## src/rtl/sram_rw_ctrl.sv

```systemverilog
// Single-port SRAM front end: zero-fills the array after reset, then arbitrates
// write/read requests onto the RW0 port and returns read data through a credited FIFO.
//
// state   | meaning
// ST_INIT | zero-fill sweep, one word per cycle, request channels closed
// ST_RUN  | round-robin request arbitration, read responses via FIFO
module sram_rw_ctrl #(
    parameter int ADDR_W     = 14,
    parameter int DATA_W     = 32,
    parameter int RESP_DEPTH = 2
) (
    input  logic              clock,
    input  logic              reset_n,
    input  logic              w_valid,
    output logic              w_ready,
    input  logic [ADDR_W-1:0] w_addr,
    input  logic [DATA_W-1:0] w_data,
    input  logic              r_valid,
    output logic              r_ready,
    input  logic [ADDR_W-1:0] r_addr,
    output logic              resp_valid,
    input  logic              resp_ready,
    output logic [DATA_W-1:0] resp_data,
    output logic [ADDR_W-1:0] RW0_addr,
    output logic              RW0_en,
    output logic              RW0_wmode,
    output logic [DATA_W-1:0] RW0_wdata,
    input  logic [DATA_W-1:0] RW0_rdata,
    output logic              init_done
);
    localparam int PTR_W = $clog2(RESP_DEPTH);
    localparam int CNT_W = $clog2(RESP_DEPTH + 1);
    localparam logic [PTR_W-1:0]  LAST_PTR  = PTR_W'(RESP_DEPTH - 1);
    localparam logic [CNT_W:0]    DEPTH_EXT = (CNT_W + 1)'(RESP_DEPTH);
    localparam logic [ADDR_W-1:0] LAST_ADDR = '1;

    typedef enum logic {ST_INIT, ST_RUN} state_t;

    state_t              r_state;
    state_t              w_state_nxt;
    logic [ADDR_W-1:0]   r_init_cnt;
    logic                r_init_done;
    logic                r_pending;
    logic                r_last_rd;
    logic [DATA_W-1:0]   r_fifo [RESP_DEPTH];
    logic [PTR_W-1:0]    r_wr_ptr;
    logic [PTR_W-1:0]    r_rd_ptr;
    logic [CNT_W-1:0]    r_count;

    logic [CNT_W:0]      w_used;
    logic                w_credit;
    logic                w_wr_elig;
    logic                w_rd_elig;
    logic                w_rd_win;
    logic                w_wr_gnt;
    logic                w_rd_gnt;
    logic                w_push;
    logic                w_pop;

    function automatic logic [PTR_W-1:0] ptr_inc(input logic [PTR_W-1:0] p);
        return (p == LAST_PTR) ? '0 : p + PTR_W'(1);
    endfunction

    // Credit counts only registered occupancy; a pop in this cycle frees nothing yet.
    assign w_used     = {{CNT_W{1'b0}}, r_pending} + {1'b0, r_count};
    assign w_credit   = (w_used < DEPTH_EXT);
    assign w_push     = r_pending;
    assign resp_valid = (r_count != '0);
    assign w_pop      = resp_valid && resp_ready;
    assign resp_data  = r_fifo[r_rd_ptr];
    assign init_done  = r_init_done;

    always_comb begin
        w_state_nxt = r_state;
        w_wr_elig   = 1'b0;
        w_rd_elig   = 1'b0;
        w_rd_win    = 1'b0;
        w_wr_gnt    = 1'b0;
        w_rd_gnt    = 1'b0;
        w_ready     = 1'b0;
        r_ready     = 1'b0;
        RW0_en      = 1'b0;
        RW0_wmode   = 1'b0;
        RW0_addr    = '0;
        RW0_wdata   = '0;
        case (r_state)
            ST_INIT: begin
                RW0_en    = 1'b1;
                RW0_wmode = 1'b1;
                RW0_addr  = r_init_cnt;
                if (r_init_cnt == LAST_ADDR) begin
                    w_state_nxt = ST_RUN;
                end
            end
            ST_RUN: begin
                w_wr_elig = w_valid;
                w_rd_elig = r_valid && w_credit;
                w_rd_win  = w_rd_elig && (!w_wr_elig || !r_last_rd);
                w_ready   = !w_rd_win;
                r_ready   = w_rd_win;
                w_wr_gnt  = w_valid && !w_rd_win;
                w_rd_gnt  = w_rd_win;
                if (w_wr_gnt) begin
                    RW0_en    = 1'b1;
                    RW0_wmode = 1'b1;
                    RW0_addr  = w_addr;
                    RW0_wdata = w_data;
                end else if (w_rd_gnt) begin
                    RW0_en   = 1'b1;
                    RW0_addr = r_addr;
                end
            end
            default: w_state_nxt = ST_INIT;
        endcase
        // Hold the SRAM and both channels quiet for as long as reset is held.
        if (!reset_n) begin
            RW0_en    = 1'b0;
            RW0_wmode = 1'b0;
            w_ready   = 1'b0;
            r_ready   = 1'b0;
            w_wr_gnt  = 1'b0;
            w_rd_gnt  = 1'b0;
        end
    end

    always_ff @(posedge clock or negedge reset_n) begin
        if (!reset_n) begin
            r_state     <= ST_INIT;
            r_init_cnt  <= '0;
            r_init_done <= 1'b0;
            r_pending   <= 1'b0;
            r_last_rd   <= 1'b1;
            r_wr_ptr    <= '0;
            r_rd_ptr    <= '0;
            r_count     <= '0;
        end else begin
            r_state   <= w_state_nxt;
            r_pending <= w_rd_gnt;
            if (r_state == ST_INIT) begin
                r_init_cnt <= r_init_cnt + ADDR_W'(1);
            end
            if ((r_state == ST_INIT) && (w_state_nxt == ST_RUN)) begin
                r_init_done <= 1'b1;
            end
            if (w_wr_gnt) begin
                r_last_rd <= 1'b0;
            end else if (w_rd_gnt) begin
                r_last_rd <= 1'b1;
            end
            if (w_push) begin
                r_wr_ptr <= ptr_inc(r_wr_ptr);
            end
            if (w_pop) begin
                r_rd_ptr <= ptr_inc(r_rd_ptr);
            end
            case ({w_push, w_pop})
                2'b10:   r_count <= r_count + CNT_W'(1);
                2'b01:   r_count <= r_count - CNT_W'(1);
                default: r_count <= r_count;
            endcase
        end
    end

    // Response payload needs no reset; occupancy is tracked by r_count.
    always_ff @(posedge clock) begin
        if (w_push) begin
            r_fifo[r_wr_ptr] <= RW0_rdata;
        end
    end

endmodule

```

## config.mk

```make
export PLATFORM = sky130hd
export DESIGN_NAME = sram_rw_ctrl
export DESIGN_NICKNAME = d
export VERILOG_FILES = /design/src/rtl/sram_rw_ctrl.sv
export SDC_FILE = /design/constraint.sdc
export NUM_CORES = 1
export LEC_CHECK = 0
export CAP_MARGIN = 20
export CORE_ASPECT_RATIO = 0.8
export CORE_MARGIN = 1.5
export CORE_UTILIZATION = 45
export CTS_BUF_LIST = sky130_fd_sc_hd__clkbuf_16
export CTS_CLUSTER_DIAMETER = 200
export CTS_CLUSTER_SIZE = 8
export DETAILED_ROUTE_END_ITERATION = 10
export PLACE_DENSITY = 0.95
export SYNTH_ARGS = -nofsm -noshare
export SYNTH_HDL_FRONTEND = slang
export SYNTH_SLANG_ARGS = --single-unit
export TNS_END_PERCENT = 50
```

## constraint.sdc

```tcl
create_clock -name clock -period 3.5 [get_ports clock]
set_input_delay 0.7 -clock clock [delete_from_list [all_inputs] [get_ports clock]]
set_output_delay 0.7 -clock clock [all_outputs]
set_load 0.005 [all_outputs]
```

==> impl_metrics.py <==
metrics = {
    "outcome": {
        "status": "completed",
    },
    "sta": {
        "rsz0062_at_grt": "no",
        "slew_headroom_pct": 36.9,
        "worst_pin_slew_ps": 944,
        "finalSetupViolCount": 0,
        "period_share_pct": 93.8,
        "slew_viol_final": 0,
        "clock_skew_ps": 4.46,
        "setup_tns_ps": 0,
        "min_period_ps": 3280,
        "max_freq_mhz": 305,
        "report.final.hold_viol_count": 0,
    },
    "synthesis": {
        "synth_nets": 396,
        "synth_top_area_share_pct": 48.1,
        "synthArstFlopShare_pct": 25.6,
        "yosysSeqAreaShare_pct": 61.9,
        "synth_edf_count": 64,
        "synth_flop_cell": "edfxtp_1",
        "synth_top_cell_by_area": "edfxtp_1",
        "ys_types": 35,
        "synth_area_leaders": "edfxtp_1, dfrtp_1, mux2_2, and2_1, a221o_1",
        "netlist_area_um2": 4000,
        "syn_inst": 297,
        "synth.ff_latch_count": 86,
        "yosys_warnings": 0,
        "synth_area_per_cell_um2": 13.5,
    },
    "worst_hold_path": {
        "hold_path_class": "reg -> reg",
        "holdPathStages": 1,
        "min_from": "init_done",
        "hold_path_end": "init_done",
    },
    "clocking": {
        "clk-insertion-delay-late_ps": 330,
        "hold_buffers": 0,
        "cts_setup_buffers": 0,
        "cts_tree": "done",
        "clockBufferDepth": 2,
        "htreeDepth": 3,
        "cts_buffers": 9,
        "cts_root_buf": "clkbuf_16",
        "cts.sink_count": 86,
        "clkTransAtPathRegs_ps": 60,
        "cts_resized": 0,
    },
    "floorplanning": {
        "die_w_um": 108,
        "rows": 30,
        "initial_core_util_pct": 46.7,
        "ioPinCount": 181,
        "die_y_um": 87.3,
        "core_area_um2": 8560,
        "die_area_um2": 9460,
    },
    "layout": {
        "drive_gt1_share_pct": 13.1,
        "nFillCells": 607,
        "antenna_cells": 0,
        "post-route-cell-area_um2": 6200,
        "final_nets": 575,
        "syn_to_final_growth_pct": 55.2,
    },
    "place": {
        "port_buffers": 180,
        "place_hpwl_um": 8100,
        "gp_congestion": 0.964,
        "dpl_cell_area_um2": 5900,
    },
    "setup_path": {
        "rrSetupSlack_ps": 1770,
        "crit_required_ps": 2800,
        "crit_path_max_fanout": 16,
        "critPathCaptureType": "output port",
        "r2r_start": "r_state",
        "critPathKind": "in -> out",
        "reg2regPathDepth": 4,
        "r2r_end": "r_init_cnt[11]",
        "cp-start-kind": "input pin",
        "crit_arrival_ps": 2580,
    },
    "power_and_ir_drop": {
        "worst_ir_drop_vdd_mv": 0.314,
        "p_per_area_nw_per_um2": 448,
        "p_leak_nw": 2.25,
    },
    "global_routing": {
        "grt_max_degree": 37,
        "grt_pass1_vias": 3225,
        "globalRouteOverflowTotal": 0,
        "antenna_found_initial": 0,
        "grtUsageTotal_pct": 23.3,
        "grt_pass1_wl_um": 16300,
    },
    "detailed_routing": {
        "avgViaCountPerCell": 5.27,
        "firstDrtPassIters": 4,
        "routed_wirelength_um": 10900,
        "ant_nets": 0,
        "drt_iter0_markers": 192,
        "wl_per_cell_um": 18.3,
        "routed-via-count": 3128,
        "drc": 0,
    },
    "run": {
        "maxCapViolCount": 0,
    },
}
[final cells by class]
cell class / instances / area [um^2] / area share (%)
Inverter: 4 / 15.0 / 0.242
Multi-Input combinational cell: 187 / 1410 / 22.8
Tap cell: 112 / 140 / 2.26
Clock inverter: 7 / 76.3 / 1.23
Clock buffer: 9 / 225 / 3.63
Sequential cell: 86 / 2470 / 39.9
Timing Repair Buffer: 188 / 1860 / 30.0
[cells by family after synthesis]
family / Yosys count / share of synthesized area (%)
flops: 86 / 61.9
compound gates: 35 / 7.04
simple gates: 99 / 14.2
buf+inv: 24 / 3.00
fa+ha+maj: 2 / 0.626
xor+xnor: 18 / 3.94
mux: 33 / 9.30
[synthesized netlist by cell type, types with 2 or more instances]
master,instances
buf_2,9
clkbuf_1,8
nor2b_1,3
xor2_1,10
a21o_1,2
a221o_1,12
ha_1,2
xnor2_1,8
dfrtp_1,21
nand3_1,19
edfxtp_1,64
nand2_2,2
a311o_1,2
nor3_1,3
nor4_1,5
nand4_1,2
inv_1,4
and2_1,47
a31oi_1,14
nor2_1,6
mux2_2,33
nand2_1,7
buf_6,2
[worst max-delay path, stage by stage]
cell             delay, ps
clkdlybuf4s50_1        540
buf_4                  240
nand3_1                100
a31oi_1                320
a221o_1                180
clkdlybuf4s50_1        510
[layer usage]
metal  GRT usage, %  part of all wire [%]  vias up  wire length [um]
met5              0                     0        -                 0
met4           6.94                   2.1        0               231
met3           6.66                   7.0       18               759
met2           43.0                    53      144              5780
met1           26.3                    38     1509              4100
li1               -                     -     1457                 -
[flip-flops by register name, summed over array words and instances (netlist names)]
name	flops
r_fifo	64
r_init_cnt	14
r_count	2
init_done	1
r_last_rd	1
r_pending	1
r_rd_ptr	1
r_state	1
r_wr_ptr	1
[cells in the final DEF, fill, tap and decap left out, types with 2 or more instances in the layout]
cell,synthesis,routed
a21o_1,2,2
a221o_1,12,12
a311o_1,2,2
a31oi_1,14,14
and2_1,47,47
buf_4,1,8
clkbuf_16,0,9
clkdlybuf4s50_1,0,180
dfrtp_1,21,21
edfxtp_1,64,64
ha_1,2,2
inv_1,4,4
inv_6,0,4
mux2_2,33,33
nand2_1,7,7
nand2_2,2,2
nand3_1,19,19
nand4_1,2,2
nor2_1,6,5
nor2b_1,3,3
nor3_1,3,3
nor4_1,5,5
xnor2_1,8,8
xor2_1,10,10
[where the power goes]
group	leakage, nW	internal (mW)	switching [mW]
sequential	0.857	1.12	0.0338
clock	0.145	0.560	0.390
combinational	1.25	0.439	0.238
[worst max-delay path by stage]
stage / start / endpoint / slack (ps) / depth (start not counted)
after detailed placement: r_valid / RW0_wdata[4] / 120 / 5
after global placement: w_valid / RW0_wdata[0] / 240 / 4
after floorplan: w_valid / RW0_addr[10] / 1160 / 6
after global routing: w_valid / RW0_addr[10] / 160 / 6
final: w_valid / RW0_addr[10] / 220 / 6
after CTS: r_valid / RW0_wdata[14] / 110 / 5
[metrics by stage]
stage	total power, mW	instances	hold slack, ps	util (%)	worst slack (ps)
6_report	2.78	593	463	72.5	218
5_1_grt	2.88	593	496	72.5	156
4_1_cts	2.80	593	465	72.5	109
3_5_place_dp	1.85	577	452	69.0	119
3_3_place_gp	1.83	577	440	69.0	237
2_1_floorplan	1.49	297	404	-	1160
Note: power is estimated with default switching activity, not from simulation.
